File: src/rtl/io_interval_timer_if.sv
// rtl/io_interval_timer_if.sv - word-wide IO bus shared between the processor and its peripherals
interface io_bus_interface;
    logic        write_en;
    logic        read_en;
    logic [31:0] address;
    logic [31:0] write_data;
    logic [31:0] read_data;

    modport slave  (input write_en, read_en, address, write_data, output read_data);
    modport master (output write_en, read_en, address, write_data, input read_data);
endinterface

File: src/rtl/io_interval_timer.sv
// rtl/io_interval_timer.sv - prescaled down-counting interval timer with one-shot/periodic modes
module io_interval_timer #(
    parameter logic [31:0] BASE_ADDRESS = 32'h240
) (
    input  logic           clk,
    input  logic           reset,
    io_bus_interface.slave io_bus,
    output logic           timer_interrupt
);
    localparam logic [31:0] ADDR_CTRL     = BASE_ADDRESS;
    localparam logic [31:0] ADDR_RELOAD   = BASE_ADDRESS + 32'h04;
    localparam logic [31:0] ADDR_COUNT    = BASE_ADDRESS + 32'h08;
    localparam logic [31:0] ADDR_PRESCALE = BASE_ADDRESS + 32'h0C;
    localparam logic [31:0] ADDR_STATUS   = BASE_ADDRESS + 32'h10;

    logic        enable_q, enable_d;
    logic        periodic_q, periodic_d;
    logic        irq_en_q, irq_en_d;
    logic [31:0] reload_q, reload_d;
    logic [31:0] count_q, count_d;
    logic [15:0] prescale_q, prescale_d;
    logic        pending_q, pending_d;
    logic [15:0] presc_cnt_q, presc_cnt_d;
    logic [31:0] read_data_q, read_data_d;

    logic        wr_ctrl, wr_reload, wr_count, wr_prescale, wr_status;
    logic        tick, expire;
    logic [31:0] rd_mux;

    assign wr_ctrl     = io_bus.write_en && (io_bus.address == ADDR_CTRL);
    assign wr_reload   = io_bus.write_en && (io_bus.address == ADDR_RELOAD);
    assign wr_count    = io_bus.write_en && (io_bus.address == ADDR_COUNT);
    assign wr_prescale = io_bus.write_en && (io_bus.address == ADDR_PRESCALE);
    assign wr_status   = io_bus.write_en && (io_bus.address == ADDR_STATUS);

    // Equality compare: a prescaler already past a newly lowered PRESCALE runs on through 16'hFFFF.
    assign tick = enable_q && (presc_cnt_q == prescale_q);

    always_comb begin
        enable_d    = enable_q;
        periodic_d  = periodic_q;
        irq_en_d    = irq_en_q;
        reload_d    = reload_q;
        count_d     = count_q;
        prescale_d  = prescale_q;
        pending_d   = pending_q;
        presc_cnt_d = presc_cnt_q + 16'd1;
        expire      = 1'b0;

        if (!enable_q || tick || wr_ctrl) begin
            presc_cnt_d = '0;
        end

        // A software COUNT write takes priority over the tick for this cycle.
        if (wr_count) begin
            count_d = io_bus.write_data;
        end else if (tick) begin
            if (count_q > 32'd1) begin
                count_d = count_q - 32'd1;
            end else begin
                expire = 1'b1;
                if (periodic_q) begin
                    count_d = reload_q;
                end else begin
                    count_d  = '0;
                    enable_d = 1'b0;
                end
            end
        end

        if (wr_ctrl) begin
            enable_d   = io_bus.write_data[0];
            periodic_d = io_bus.write_data[1];
            irq_en_d   = io_bus.write_data[2];
        end
        if (wr_reload) begin
            reload_d = io_bus.write_data;
        end
        if (wr_prescale) begin
            prescale_d = io_bus.write_data[15:0];
        end
        if (wr_status && io_bus.write_data[0]) begin
            pending_d = 1'b0;
        end
        if (expire) begin
            pending_d = 1'b1;
        end
    end

    always_comb begin
        rd_mux = '0;
        case (io_bus.address)
            ADDR_CTRL:     rd_mux = {29'd0, irq_en_q, periodic_q, enable_q};
            ADDR_RELOAD:   rd_mux = reload_q;
            ADDR_COUNT:    rd_mux = count_q;
            ADDR_PRESCALE: rd_mux = {16'd0, prescale_q};
            ADDR_STATUS:   rd_mux = {31'd0, pending_q};
            default:       rd_mux = '0;
        endcase
        read_data_d = io_bus.read_en ? rd_mux : 32'd0;
    end

    always_ff @(posedge clk) begin
        if (reset) begin
            enable_q    <= 1'b0;
            periodic_q  <= 1'b0;
            irq_en_q    <= 1'b0;
            reload_q    <= '0;
            count_q     <= '0;
            prescale_q  <= '0;
            pending_q   <= 1'b0;
            presc_cnt_q <= '0;
            read_data_q <= '0;
        end else begin
            enable_q    <= enable_d;
            periodic_q  <= periodic_d;
            irq_en_q    <= irq_en_d;
            reload_q    <= reload_d;
            count_q     <= count_d;
            prescale_q  <= prescale_d;
            pending_q   <= pending_d;
            presc_cnt_q <= presc_cnt_d;
            read_data_q <= read_data_d;
        end
    end

    assign io_bus.read_data = read_data_q;
    assign timer_interrupt  = pending_q & irq_en_q;
endmodule

File: src/flat_wrapper.sv
// flat-port wrapper written by rule: the top's interface ports become plain ports
module io_interval_timer_flat 
#(
    parameter logic [31:0] BASE_ADDRESS = 32'h240
)
  (clk, reset, timer_interrupt, io_bus_write_en, io_bus_read_en, io_bus_address, io_bus_write_data, io_bus_read_data);
  io_bus_interface io_bus_i ();
  input  logic clk;
  input  logic reset;
  output logic timer_interrupt;
  input wire logic [$bits(io_bus_i.write_en)-1:0] io_bus_write_en;
  input wire logic [$bits(io_bus_i.read_en)-1:0] io_bus_read_en;
  input wire logic [$bits(io_bus_i.address)-1:0] io_bus_address;
  input wire logic [$bits(io_bus_i.write_data)-1:0] io_bus_write_data;
  output wire logic [$bits(io_bus_i.read_data)-1:0] io_bus_read_data;
  assign io_bus_i.write_en = io_bus_write_en;
  assign io_bus_i.read_en = io_bus_read_en;
  assign io_bus_i.address = io_bus_address;
  assign io_bus_i.write_data = io_bus_write_data;
  assign io_bus_read_data = io_bus_i.read_data;
  io_interval_timer #(.BASE_ADDRESS(BASE_ADDRESS)) u_core (.clk(clk), .reset(reset), .io_bus(io_bus_i), .timer_interrupt(timer_interrupt));
endmodule
File: config.mk
export PLATFORM = sky130hd
export DESIGN_NAME = io_interval_timer_flat
export DESIGN_NICKNAME = d
export VERILOG_FILES = /design/src/rtl/io_interval_timer_if.sv /design/src/rtl/io_interval_timer.sv /design/src/flat_wrapper.sv
export SDC_FILE = /design/constraint.sdc
export NUM_CORES = 1
export LEC_CHECK = 0
export CORE_AREA = 5 5 143 145
export DETAILED_ROUTE_END_ITERATION = 8
export DIE_AREA = 0 0 148 150
export GPL_TIMING_DRIVEN = 0
export PLACE_DENSITY_LB_ADDON = 0.12
export SYNTH_ARGS = -nofsm -noshare
export SYNTH_HDL_FRONTEND = slang
export SYNTH_SLANG_ARGS = --single-unit
File: constraint.sdc
create_clock -name clk -period 6.6 [get_ports clk]
set_input_delay 1.32 -clock clk [delete_from_list [all_inputs] [get_ports clk]]
set_output_delay 1.32 -clock clk [all_outputs]
set_load 0.02 [all_outputs]
==> metrics.txt, run 1 <==
status=completed; Hold Path End=u_core.prescale_q[8]$_SDFFE_PP0P_; pin count of the biggest net entering global routing=17; post-synthesis area per instance=~8.4 sq um; met1 Use GR=between 20% and 30%; number of enable flip-flop cells after synthesis=0; TritonCTS clock tree=yes; WP data arrival=4.03 ns; f_max=approximately 270 MHz; Slew headroom=between 30% and 40%; dpl ws=about 2.4 ns; # setup viols final=0; CORE AREA=between 15000 and 20000 sq um; die area=approximately 22000 sq um; clock-pin slew on the worst setup and hold paths=~0.060 ns; area grow syn2layout=30.3%; Syn Nets=~850; # rows=51; first-pass GRT wire length=34500 um; # DRC=0; P_leak=roughly 3 nW; vias in the first global route=6200; RSZ-0062 raised after global routing=false; Final Max Tran Viols=0; NetSw=between 0.3 and 0.4 mW; setup bufs post-CTS=0; WHS Path Cells=2; VDD IR-drop max=about 170 uV; Max Cap Viol=0; power share of the clock group=a little under three fifths; htree depth=4; register-to-register path setup slack=around 3.8 ns; Setup CP Type=in -> reg; Die Span Y=about 150 um; io pins=about 100; Clock Latency Late Sink=between 0.4 and 0.5 ns; WL per Instance=between 15 and 20 um; Switching Share=around 20%; required time of the critical path=between 6 and 7 ns; gr ovfl total=0; met3 usage=roughly 4.8%; Multi-input gate area=3580 sq um; synthesized cell area=around 6500 sq um; combinational share of power=between 3 and 4%; GRT busiest layer=met2; minimum clock period=~3.7 ns; Placer Congestion=a little under 0.9; CP endpoint kind=register; Worst Reg2Reg Path Length in Cells=10; root buf cell=clkbuf_16; DR vias=about 6000; PortBufs=between 90 and 100; ys flop type=dfxtp_1; worst-case clock buffer depth=2; reg2reg start=u_core.count_q[0]$_SDFFE_PP0P_; final WL=about 22000 um; min-delay src=u_core.prescale_q[8]$_SDFFE_PP0P_; DR vias/cell=approximately 5.4; Setup Total Neg Slack=0 ns; Synth Instances=approximately 780; placed insts=about 1100; Final Hold Viols=0; Net count, final=965; met2 GRT Util=around a third; Global Route Usage Sum=20.1%; crit share post-route=approximately 56%; CTS sink cnt=~130; slowest CP cell=nor2_1; worst slew pin tran=between 1 and 1.5 ns; Reg area=around 2600 sq um; initial drt markers=about 440; CP peak stage delay=roughly 0.85 ns; clock buffer count from CTS=17; antenna violations before repair=0; Detailed Place HPWL=16300 um; sequential power share=about two fifths; HP Class=reg -> reg; Tot Pwr=about 2.0 mW; Die X=approximately 150 um; Area after DPL=7790 sq um; Final Instance Count excl. Fillers=approximately 1100; Final ANT Viol Nets=0; post-synth cell types=a little over 60; worst path cell trace=clkdlybuf4s50_1 > nor4b_1 > nand4_1 > nor3_1 > nand3_1 > nor2_1 > a21oi_1 > o31ai_1; P_int=approximately 1.6 mW; DR pass1 iterations=5; share of cells above drive strength 1=between 8 and 9%; sequential area share after synthesis=about two fifths; Seq cells post-synth=roughly 130; final worst setup slack=between 2 and 3 ns; clk_skew=0.00938 ns; # hold bufs at CTS=0; crit-path max FO=10; PwrDens=233 nW/um^2; CP Launch Type=primary input; Fillers=1919; antenna cells=0; yosys warns=0; FFs w/ async S/R, synth=0%; # resized after CTS=0; FF-to-FF End=u_core.count_q[24]$_SDFFE_PP0P_; Initial Util=34.1%; Final Cell Area=around 8500 sq um
## cell type report
cell class,count,area share [%]
plain buffers,51,2.98
clock buffers,22,5.72
clock inverters,9,2.33
inverters,6,0.266
multi-input cells,587,42.3
flip-flops and latches,132,31.2
well taps,238,3.52
repair buffers,99,11.7
## cells in the mapped netlist, drive strengths merged, types with 2 or more instances
cell	instances	share of area, %
nor2	133	7.7
dfxtp	132	41
nand2	83	4.8
a21oi	43	3.3
mux2i	40	6.2
o21ai	36	2.8
a22oi	32	3.7
clkbuf	29	1.7
xnor2	26	3.5
nand3	23	1.8
buf	22	2.2
nor3	18	1.7
xor2	18	2.4
nor4	17	2.1
mux2	14	2.4
and3	11	1.1
nand4	11	1.1
a211oi	7	0.81
a311oi	7	1.0
a31oi	7	0.67
o211ai	7	0.81
inv	6	0.35
or3	5	0.48
nor3b	4	0.54
o22ai	4	0.38
a2bb2oi	3	0.40
and2	3	0.29
ha	3	0.58
nor2b	3	0.29
nor4b	3	0.50
o211a	3	0.46
or4	3	0.40
a221o	2	0.31
and4	2	0.27
o221ai	2	0.27
## layer usage
layer / routed length, um / share of wire, % / vias up
met5: 0 / 0 / -
met4: 558 / 2.5 / 0
met3: 1310 / 5.9 / 41
met2: 10100 / 46 / 222
met1: 10100 / 46 / 2904
li1: - / - / 3007
## through the flow
| step | hold slack, ns | utilization, % |
|---|---|---|
| final | 0.483 | 44.4 |
| after global routing | 0.504 | 44.4 |
| after CTS | 0.484 | 44.4 |
| after detailed placement | 0.476 | 40.8 |
| after global placement | 0.473 | 40.8 |
| after floorplan | 0.440 | - |
## worst max-delay path: cells and delay by family
family          cells  cell delay (ns)
compound gates      2             0.26
simple gates        5             2.06
buf+inv             1             0.40
## flip-flops by register name, summed over array words and instances, names as in the netlist
| signal | count |
|---|---|
| u_core.count_q | 32 |
| u_core.enable_q | 1 |
| u_core.io_bus.read_data | 32 |
| u_core.irq_en_q | 1 |
| u_core.pending_q | 1 |
| u_core.periodic_q | 1 |
| u_core.presc_cnt_q | 16 |
| u_core.prescale_q | 16 |
| u_core.reload_q | 32 |
## kinds of logic (layout without fill, tap and decap cells)
| group | after synthesis | in the layout | share of synthesized area (%) |
|---|---|---|---|
| AND/OR/NAND/NOR | 322 | 322 | 23.5 |
| flip-flops | 132 | 132 | 40.7 |
| buffers and inverters | 57 | 187 | 4.24 |
| XOR/XNOR | 44 | 44 | 5.93 |
| AO/OA/AOI/OAI | 164 | 164 | 16.6 |
| adder cells (fa/ha/maj) | 3 | 3 | 0.578 |
| multiplexers | 54 | 54 | 8.59 |
## how the worst max path moves through the flow
stage / from / endpoint / slack, ns / cells past startpoint
2_1_floorplan: io_bus_address[1] / u_core.reload_q[1]$_SDFFE_PP0P_ / 3.50 / 8
3_3_place_gp: io_bus_address[1] / u_core.count_q[27]$_SDFFE_PP0P_ / 2.47 / 8
3_5_place_dp: io_bus_address[1] / u_core.count_q[27]$_SDFFE_PP0P_ / 2.44 / 8
4_1_cts: io_bus_address[1] / u_core.count_q[27]$_SDFFE_PP0P_ / 2.88 / 8
5_1_grt: io_bus_address[0] / u_core.count_q[27]$_SDFFE_PP0P_ / 2.64 / 8
6_report: io_bus_address[1] / u_core.count_q[27]$_SDFFE_PP0P_ / 2.91 / 8
## power by group through the flow
| stage | Clock [mW] | Sequential, mW | Combinational [mW] |
|---|---|---|---|
| 2_1_floorplan | 0 | 0.814 | 0.0155 |
| 3_3_place_gp | 0 | 0.814 | 0.0732 |
| 3_5_place_dp | 0 | 0.814 | 0.0728 |
| 4_1_cts | 1.12 | 0.797 | 0.0731 |
| 5_1_grt | 1.15 | 0.796 | 0.0770 |
| 6_report | 1.11 | 0.797 | 0.0726 |
## layout by cell type, fill, tap and decap left out, drive strengths merged, types with 14 or more instances in the layout
| cell | instances |
|---|---|
| nand2 | 83 |
| nor2 | 133 |
| o21ai | 36 |
| a22oi | 32 |
| dfxtp | 132 |
| a21oi | 43 |
| buf | 22 |
| clkbuf | 51 |
| xnor2 | 26 |
| clkdlybuf4s50 | 99 |
| mux2i | 40 |
| xor2 | 18 |
| nor3 | 18 |
| nand3 | 23 |
| nor4 | 17 |
| mux2 | 14 |
Power figures use the tool's default switching activity.
==> run 2, diff against run 1 <==
- clock period: 6.6 -> 3.76 ns (I/O delays scaled with it)
==> results of run 2 <==
The final DEF is identical to that of run 1. Status: completed.
Among the figures that moved: setup slack after placement 2.44 ns -> 0.170 ns; setup slack after layout 2.91 ns -> 0.638 ns; register-to-register setup slack 3.76 ns -> 0.92 ns; total power 1.97 mW -> 3.47 mW; worst IR drop on VDD 167 uV -> 293 uV
==> run 3, diff against run 2 <==
- clock period: 3.76 -> 3.2 ns (I/O delays scaled with it)
==> metrics.txt, run 3 (synthesis results as in run 1) <==
status=completed; DR vias=between 6000 and 7000; PwrDens=between 400 and 500 nW/um^2; WHS Path Cells=2; WP data arrival=3.34 ns; CORE AREA=about 19000 sq um; worst slew pin tran=approximately 0.75 ns; htree depth=4; Worst Reg2Reg Path Length in Cells=10; required time of the critical path=approximately 3.6 ns; # rows=51; antenna violations before repair=0; final worst setup slack=between 0.2 and 0.25 ns; pin count of the biggest net entering global routing=17; P_leak=approximately 3 nW; f_max=335 MHz; area grow syn2layout=30.4%; commonest non-fill, non-tap cell in the layout=dfxtp_1; reg2reg start=u_core.count_q[1]$_SDFFE_PP0P_; vias in the first global route=6200; Area after DPL=about 8000 sq um; VDD IR-drop max=~350 uV; RSZ-0062 raised after global routing=false; CTS sink cnt=132; Final Hold Viols=0; # setup viols final=0; dpl ws=-0.278 ns; initial drt markers=434; Placer Congestion=between 0.8 and 0.9; clk_skew=around 0.011 ns; Global Route Usage Sum=between 20 and 25%; CP Launch Type=primary input; crit share post-route=between 90 and 100%; root buf cell=clkbuf_16; first-pass GRT wire length=around 35000 um; Die Span Y=about 150 um; placed insts=1113; Net count, final=between 900 and 1000; FF-to-FF End=u_core.count_q[24]$_SDFFE_PP0P_; DR pass1 iterations=6; die area=around 22000 sq um; Tot Pwr=around 4.1 mW; highest-count cells in the layout ignoring fill and taps=132 x dfxtp_1, 131 x nor2_1, 99 x clkdlybuf4s50_1; Final Instance Count excl. Fillers=around 1100; crit-path max FO=10; Final Max Tran Viols=0; Hold Path End=u_core.prescale_q[8]$_SDFFE_PP0P_; CP endpoint kind=register; worst-case clock buffer depth=2; PortBufs=99; min-delay src=u_core.prescale_q[8]$_SDFFE_PP0P_; register-to-register path setup slack=roughly 0.34 ns; Setup CP Type=in -> reg; io pins=101; # DRC=0; Die X=148 um; Slew headroom=49.3%; Clock Latency Late Sink=0.43 ns; HP Class=reg -> reg; Final ANT Viol Nets=0; gr ovfl total=0; antenna cells=0; Final Cell Area=about 8500 sq um; clock-pin slew on the worst setup and hold paths=0.06 ns; WL per Instance=between 15 and 20 um; Initial Util=34.1%; minimum clock period=2.98 ns; TritonCTS clock tree=yes; Fillers=roughly 1900; final WL=approximately 22000 um; DR vias/cell=approximately 5.4; Max Cap Viol=0; clock buffer count from CTS=17; Detailed Place HPWL=roughly 16000 um; share of cells above drive strength 1=under 10%
## run 3: cell count changes in the layout (fill, tap and decap cells not counted)
cell / previous run / this run
nor2_2: 1 / 2
nor3_2: 2 / 3
nor3_1: 15 / 14
nor2_1: 132 / 131
## run 3: worst max-delay path by stage
stage	startpoint	to	depth (start not counted)
3_3_place_gp	io_bus_address[1]	u_core.count_q[27]$_SDFFE_PP0P_	8
3_5_place_dp	io_bus_address[1]	u_core.count_q[27]$_SDFFE_PP0P_	8
5_1_grt	io_bus_address[0]	u_core.io_bus.read_data[21]$_SDFF_PP0_	9
6_report	io_bus_address[1]	u_core.io_bus.read_data[25]$_SDFF_PP0_	9
2_1_floorplan	io_bus_address[1]	u_core.reload_q[1]$_SDFFE_PP0P_	8
4_1_cts	io_bus_address[1]	u_core.count_q[27]$_SDFFE_PP0P_	8
## run 3: per-stage QoR
stage / hold WS (ns) / util, % / setup TNS, ns
after global routing: 0.504 / 44.4 / 0
after CTS: 0.484 / 44.4 / 0
after floorplan: 0.440 / - / 0
after global placement: 0.473 / 40.8 / -11.63
after detailed placement: 0.476 / 40.8 / -11.12
final: 0.482 / 44.4 / 0
## run 3: worst max-delay path, cell delays in order
cell and delay, ns:
clkdlybuf4s50_1 0.40, nor4b_1 0.35, nand4_1 0.26, or3_1 0.50, nor2_1 0.18, and3_1 0.29
clkbuf_1 0.45, a22oi_1 0.14, nor2_1 0.14
## run 3: timing repair
item | 4_1_cts | 5_1_grt
gates resized for setup | 0 | 2
endpoints found under the setup margin | 0 | 8
hold buffers | 0 | 0
setup buffers | 0 | 0
## run 3: layer usage
layer  part of all wire [%]  up-vias  track usage, %
li1                       -     3013               -
met1                     46     2939            26.3
met2                     45      206            32.2
met3                    5.8       48            4.75
met4                    2.7        0            8.13
met5                      0        -               0
## run 3: report_power, final
group          switching [mW]  internal [mW]  leakage, nW  total [mW]
logic                  0.0682         0.0818         1.59       0.150
registers      0.000000000333           1.64         1.06        1.64
clock network           0.743           1.54        0.332        2.28
total                   0.811           3.26         2.98        4.07
## run 3: cell type report
type	count	area, sq um	share of cell area, %
clock buffer	22	484	5.71
sequential	132	2640	31.2
buffer	51	253	2.98
tap	238	298	3.51
multi-input combinational	587	3590	42.3
timing repair buffer	99	991	11.7
clock inverter	9	198	2.33
inverter	6	22.5	0.266
